### src/rtl/rf_dump_reader_if.sv
// rtl/rf_dump_reader_if.sv - dump beat stream between rf_dump_reader and its sink
interface rf_dump_reader_if;
    logic        dump_valid;
    logic        dump_ready;
    logic [5:0]  dump_idx;
    logic [63:0] dump_data;

    modport master (output dump_valid, output dump_idx, output dump_data, input dump_ready);
    modport slave  (input dump_valid, input dump_idx, input dump_data, output dump_ready);
endinterface

### src/rtl/rf_dump_reader.sv
// rtl/rf_dump_reader.sv - register-file dump engine streaming (index, data) beats
// Optional XOR checksum beat (index 32) is compiled in by RF_DUMP_CHECKSUM_EN.
module rf_dump_reader #(
    parameter int unsigned LAST_REG = 31
) (
    input  logic                     clk,
    input  logic                     rst_n,
    input  logic                     start,
    output logic [4:0]               rf_addr,
    input  logic [63:0]              rf_data,
    rf_dump_reader_if.master         dump,
    output logic                     busy,
    output logic                     done
);

    localparam logic [1:0] S_IDLE  = 2'd0;
    localparam logic [1:0] S_FETCH = 2'd1;
    localparam logic [1:0] S_SEND  = 2'd2;
`ifdef RF_DUMP_CHECKSUM_EN
    localparam logic [1:0] S_SUM   = 2'd3;
`endif
    localparam logic [4:0] LAST_IDX = 5'(LAST_REG);

    logic [1:0]  state_q, state_d;
    logic [4:0]  idx_q, idx_d;
    logic        valid_q, valid_d;
    logic [5:0]  didx_q, didx_d;
    logic [63:0] ddata_q, ddata_d;
    logic        busy_q, busy_d;
    logic        done_q, done_d;
`ifdef RF_DUMP_CHECKSUM_EN
    logic [63:0] acc_q, acc_d;
`endif

    always_comb begin
        state_d = state_q;
        idx_d   = idx_q;
        valid_d = valid_q;
        didx_d  = didx_q;
        ddata_d = ddata_q;
        busy_d  = busy_q;
        done_d  = 1'b0;
`ifdef RF_DUMP_CHECKSUM_EN
        acc_d   = acc_q;
`endif
        case (state_q)
            S_IDLE: begin
                if (start) begin
                    idx_d   = 5'd0;
                    busy_d  = 1'b1;
                    state_d = S_FETCH;
`ifdef RF_DUMP_CHECKSUM_EN
                    acc_d   = 64'd0;
`endif
                end
            end
            // The pre-edge read-port value is captured, so a same-edge write is not seen.
            S_FETCH: begin
                ddata_d = rf_data;
                didx_d  = {1'b0, idx_q};
                valid_d = 1'b1;
                state_d = S_SEND;
`ifdef RF_DUMP_CHECKSUM_EN
                acc_d   = acc_q ^ rf_data;
`endif
            end
            S_SEND: begin
                if (dump.dump_ready) begin
                    valid_d = 1'b0;
                    if (idx_q != LAST_IDX) begin
                        idx_d   = idx_q + 5'd1;
                        state_d = S_FETCH;
                    end else begin
`ifdef RF_DUMP_CHECKSUM_EN
                        state_d = S_SUM;
`else
                        state_d = S_IDLE;
                        done_d  = 1'b1;
                        busy_d  = 1'b0;
`endif
                    end
                end
            end
`ifdef RF_DUMP_CHECKSUM_EN
            // First SUM cycle loads the checksum beat, mirroring the FETCH/SEND pair.
            S_SUM: begin
                if (!valid_q) begin
                    didx_d  = 6'd32;
                    ddata_d = acc_q;
                    valid_d = 1'b1;
                end else if (dump.dump_ready) begin
                    valid_d = 1'b0;
                    state_d = S_IDLE;
                    done_d  = 1'b1;
                    busy_d  = 1'b0;
                end
            end
`endif
            default: state_d = S_IDLE;
        endcase
    end

    always_ff @(posedge clk or negedge rst_n) begin
        if (!rst_n) begin
            state_q <= S_IDLE;
            idx_q   <= 5'd0;
            valid_q <= 1'b0;
            didx_q  <= 6'd0;
            ddata_q <= 64'd0;
            busy_q  <= 1'b0;
            done_q  <= 1'b0;
`ifdef RF_DUMP_CHECKSUM_EN
            acc_q   <= 64'd0;
`endif
        end else begin
            state_q <= state_d;
            idx_q   <= idx_d;
            valid_q <= valid_d;
            didx_q  <= didx_d;
            ddata_q <= ddata_d;
            busy_q  <= busy_d;
            done_q  <= done_d;
`ifdef RF_DUMP_CHECKSUM_EN
            acc_q   <= acc_d;
`endif
        end
    end

    assign rf_addr         = idx_q;
    assign dump.dump_valid = valid_q;
    assign dump.dump_idx   = didx_q;
    assign dump.dump_data  = ddata_q;
    assign busy            = busy_q;
    assign done            = done_q;

endmodule

### src/flat_wrapper.sv
// flat-port wrapper written by rule: the top's interface ports become plain ports
module rf_dump_reader_flat 
#(
    parameter int unsigned LAST_REG = 31
)
  (clk, rst_n, start, rf_addr, rf_data, busy, done, dump_dump_valid, dump_dump_idx, dump_dump_data, dump_dump_ready);
  rf_dump_reader_if dump_i ();
  input  logic clk;
  input  logic rst_n;
  input  logic start;
  output logic [4:0] rf_addr;
  input  logic [63:0] rf_data;
  output logic busy;
  output logic done;
  output wire logic [$bits(dump_i.dump_valid)-1:0] dump_dump_valid;
  output wire logic [$bits(dump_i.dump_idx)-1:0] dump_dump_idx;
  output wire logic [$bits(dump_i.dump_data)-1:0] dump_dump_data;
  input wire logic [$bits(dump_i.dump_ready)-1:0] dump_dump_ready;
  assign dump_dump_valid = dump_i.dump_valid;
  assign dump_dump_idx = dump_i.dump_idx;
  assign dump_dump_data = dump_i.dump_data;
  assign dump_i.dump_ready = dump_dump_ready;
  rf_dump_reader #(.LAST_REG(LAST_REG)) u_core (.clk(clk), .rst_n(rst_n), .start(start), .rf_addr(rf_addr), .rf_data(rf_data), .dump(dump_i), .busy(busy), .done(done));
endmodule
### config.mk
export PLATFORM = sky130hd
export DESIGN_NAME = rf_dump_reader_flat
export DESIGN_NICKNAME = d
export VERILOG_FILES = /design/src/rtl/rf_dump_reader_if.sv /design/src/rtl/rf_dump_reader.sv /design/src/flat_wrapper.sv
export SDC_FILE = /design/constraint.sdc
export NUM_CORES = 1
export LEC_CHECK = 0
export ABC_AREA = 1
export BUFFER_PORTS_ARGS = -buffer_cell sky130_fd_sc_hd__buf_2
export CAP_MARGIN = 20
export CORE_ASPECT_RATIO = 1.75
export CORE_MARGIN = 3
export CORE_UTILIZATION = 42
export DETAILED_ROUTE_END_ITERATION = 16
export GPL_TIMING_DRIVEN = 0
export PLACE_DENSITY = 0.76
export SYNTH_ARGS = -nofsm -noshare
export SYNTH_HDL_FRONTEND = slang
export SYNTH_SLANG_ARGS = --single-unit
### constraint.sdc
create_clock -name clk -period 1.65 [get_ports clk]
set_clock_uncertainty 0.05 [all_clocks]
set_input_delay 0.33 -clock clk [delete_from_list [all_inputs] [get_ports clk]]
set_output_delay 0.33 -clock clk [all_outputs]
set_load 0.02 [all_outputs]
==> impl_metrics.sql <==
INSERT INTO impl_metrics (metric_group, metric, value, unit) VALUES
('setup_path', 'cp_data_required_time', '1810', 'ps'),
('synth', 'synth_top_cells_by_area', 'dfrtp_1 64%, mux2_2 22%, mux2_4 2.9%', ''),
('clock_network', 'cts_max_level', '3', ''),
('synth', 'synthDominantAreaCellType', 'dfrtp_1', ''),
('timing', 'period_minus_slack', '1610', 'ps'),
('setup_path', 'crit_path_frequent_cell', 'ha_4', ''),
('floorplan', 'core_area', '7010', 'µm²'),
('clock_network', 'cts_made_buffers', '9', ''),
('layout', 'post_layout_nonfiller_instances', '460', ''),
('setup_path', 'path_delay_family', 'flip-flops', ''),
('layout', 'layout.cells.most_common', 'buf_2', ''),
('timing', 'max_slew.worst_pin.slew', '527', 'ps'),
('synth', 'yosysTopAreaCellShare', '0.636', ''),
('setup_path', 'max_stage_delay', '430', 'ps'),
('placement', 'replace_congestion', '0.735', ''),
('synth', 'syn_area_per_cell', '14.9', 'µm²'),
('setup_path', 'timing.critical_path.buf_inv', '1', ''),
('floorplan', 'core.rowCount', '40', ''),
('layout', 'number_of_nets_in_the_layout', '442', ''),
('synth', 'synthesized_netlist_cell_count', '208', ''),
('synth', 'synth_fp_nets', '279', ''),
('pwr', 'power.density', '2180', 'nW/µm²'),
('clock_network', 'clk_latency', '330', 'ps'),
('clock_network', 'cts.root.buffer_cell', 'clkbuf_16', ''),
('synth', 'synth_warnings', '0', ''),
('clock_network', 'cts.reportedPaths.clkPinSlew', '50', 'ps'),
('timing', 'period_utilisation_layout', '0.973', ''),
('route', 'drcViolationCount', '0', ''),
('grt', 'grt_max_degree', '41', ''),
('pwr', 'finalPower', '9.46', 'mW'),
('layout', 'final_cell_mix', '143 x buf_2, 77 x dfrtp_1, 61 x mux2_2', ''),
('hold_path', 'worstHoldPathType', 'input port to register', ''),
('grt', 'grt_use_total', '0.172', ''),
('job', 'drv.max_cap_violation_count', '0', ''),
('setup_path', 'timing.critical_path.from', 'u_core.rf_addr[1]$_DFFE_PN0P_', ''),
('route', 'antenna_left', '0', ''),
('timing', 'finalHoldViolCount', '0', ''),
('synth', 'yosys_register_bits', '79', ''),
('setup_path', 'worst-setup-path-type', 'register to register', ''),
('synth', 'synth.yosys.seq_area_share', '0.636', ''),
('setup_path', 'cp-end-kind', 'register', ''),
('layout', 'layout_filler_cell_count', '590', ''),
('synth', 'yosysUniqueCellTypes', '18', ''),
('floorplan', 'die_width', '71.0', 'µm'),
('clock_network', 'clock_sinks', '79', ''),
('run_status', 'run_status', 'finished clean', ''),
('route', 'detail_route.first_pass.iterations', '4', ''),
('layout', 'layout.area.seq', '1980', 'µm²'),
('placement', 'place_hpwl', '5200', 'µm'),
('grt', 'grt_pass1_wl', '11100', 'µm'),
('setup_path', 'timing.critical_path.slowest_stage_cell', 'dfrtp_2', ''),
('setup_path', 'timing.critical_path.arrival', '1770', 'ps'),
('floorplan', 'die_h', '120', 'µm'),
('timing', 'finalSetupViolations', '0', ''),
('clock_network', 'cts.path.max_buffers', '2', ''),
('placement', 'io_buffer_count', '144', ''),
('setup_path', 'worstPathCellList', 'ha_4 > nand2_4 > nor2_4 > ha_4 > a21oi_2 > nand3_2 > buf_6 > nand2_1 > o21ai_1', ''),
('route', 'drt_iter0_drc', '76', ''),
('floorplan', 'initial_utilization', '0.444', ''),
('timing', 'max_freq', '623', 'MHz'),
('setup_path', 'rr_startpoint', 'u_core.rf_addr[1]$_DFFE_PN0P_', ''),
('layout', 'multi_input_gate_area', '1050', 'µm²'),
('pwr', 'total_leakage_power', '2.22', 'nW'),
('timing', 'timing.max_slew.rel_slack', '0.648', ''),
('timing', 'hold-worst-slack', '173', 'ps'),
('synth', 'mappedNetlistArea', '3110', 'µm²'),
('grt', 'gr-total-overflow', '0', ''),
('route', 'totalWireLength', '7020', 'µm'),
('route', 'vias', '2178', ''),
('layout', 'antennaDiodeCount', '0', ''),
('floorplan', 'die-area', '8510', 'µm²'),
('route', 'viasPerCell', '4.73', ''),
('floorplan', 'boundaryPins', '146', ''),
('layout', 'synthToLayoutAreaGrowth', '39.8', '%'),
('pwr', 'peakVddDrop', '1420', 'µV'),
('timing', 'pins_over_their_slew_limit', '0', ''),
('grt', 'grt_antenna_before_repair', '1', ''),
('clock_network', 'tritoncts', 'built', ''),
('route', 'post_drt_wl_per_cell', '15.3', 'µm'),
('layout', 'drive_gt1_frac', '0.660', ''),
('placement', 'post-place-cells', '437', ''),
('setup_path', 'critPathMaxFanout', '5', ''),
('setup_path', 'timing.critical_path.from_type', 'register', ''),
('hold_path', 'timing.hold.worst.start', 'start', ''),
('grt', 'grt_pass1_vias', '2295', '');
cell usage after synthesis:
cell and instances:
dfrtp_1 79, mux2_2 61, nand2_1 19, inv_1 8, o21ai_0 8, mux2_4 6, clkbuf_8 5, nand3_1 5
nor2_1 5, ha_1 3, buf_4 2, a21oi_1 1, buf_2 1, buf_6 1, conb_1 1, nand2_4 1
nand4_1 1, or2_2 1
repair_timing:
action | in CTS | in global routing
setup buffers | 3 | 2
endpoints found under the setup margin | 6 | 6
gates cloned | 1 | 0
hold buffers | 1 | 0
resized for setup | 8 | 10
pin swaps | 2 | 4
endpoints found under the hold margin | 39 | 0
worst paths after layout:
| path | endpoint | slack, ps | cells past startpoint |
|---|---|---|---|
| worst min-delay path | u_core.busy$_DFFE_PN0P_ | 170 | 3 |
| worst max-delay path | u_core.rf_addr[1]$_DFFE_PN0P_ | 40 | 9 |
| worst min register to register | u_core.dump.dump_idx[0]$_DFFE_PN0P_ | 430 | 2 |
| worst max register to register | u_core.rf_addr[1]$_DFFE_PN0P_ | 40 | 9 |
| max in group asynchronous | u_core.rf_addr[1]$_DFFE_PN0P_ | 440 | 3 |
| min in group asynchronous | u_core.dump.dump_data[48]$_DFFE_PN0P_ | 510 | 2 |
registers in the layout, indices dropped and copies added (netlist names):
signal / flops
u_core.busy: 1
u_core.done: 1
u_core.dump.dump_data: 64
u_core.dump.dump_idx: 5
u_core.dump.dump_valid: 1
u_core.rf_addr: 5
u_core.state_q: 2
report_power, final:
group	internal [mW]	total [mW]	switching [mW]
combinational	2.02	4.39	2.37
sequential	2.84	3.27	0.428
clock	1.10	1.79	0.690
total	5.97	9.46	3.49
layer usage:
metal	vias up	part of all wire	track usage
met5	-	0.0019	0
met4	2	0.039	0.107
li1	1031	-	-
met1	1051	0.35	0.176
met2	74	0.56	0.307
met3	20	0.054	0.0386
worst reg2reg max path: cells and delay by family (launching register included):
| family | cells | cell delay (ps) |
|---|---|---|
| compound gates | 2 | 210 |
| fa+ha+maj | 2 | 340 |
| buf+inv | 1 | 160 |
| flops | 1 | 430 |
| simple gates | 4 | 300 |
kinds of logic (layout without fill, tap and decap cells):
logic type	Yosys count	count (layout)	share of synthesized area
flip-flops	79	79	0.636
multiplexers	67	67	0.250
AND/OR/NAND/NOR	32	32	0.0447
buffers and inverters	17	185	0.0418
AO/OA/AOI/OAI	9	9	0.0145
adder cells (fa/ha/maj)	3	3	0.0121
other	1	1	0.00121
stage by stage:
step                setup TNS (ps)   util  instance area [µm²]  setup WS, ps
floorplan                        0      -                 3110          2.33
global placement            -24660  0.562                 3940          -446
detailed placement            -553  0.565                 3960          -128
CTS                              0  0.613                 4290          7.30
global route                 -26.6  0.620                 4350         -13.3
finish                           0  0.620                 4350          44.5
final cells by class:
class	instances	area share
sequential	79	0.456
tap	84	0.0242
multi-input combinational	112	0.242
clock buffer	16	0.0625
buffer	9	0.0245
timing repair buffer	152	0.185
inverter	8	0.00691
No activity file was read; power rests on OpenSTA's default activity.
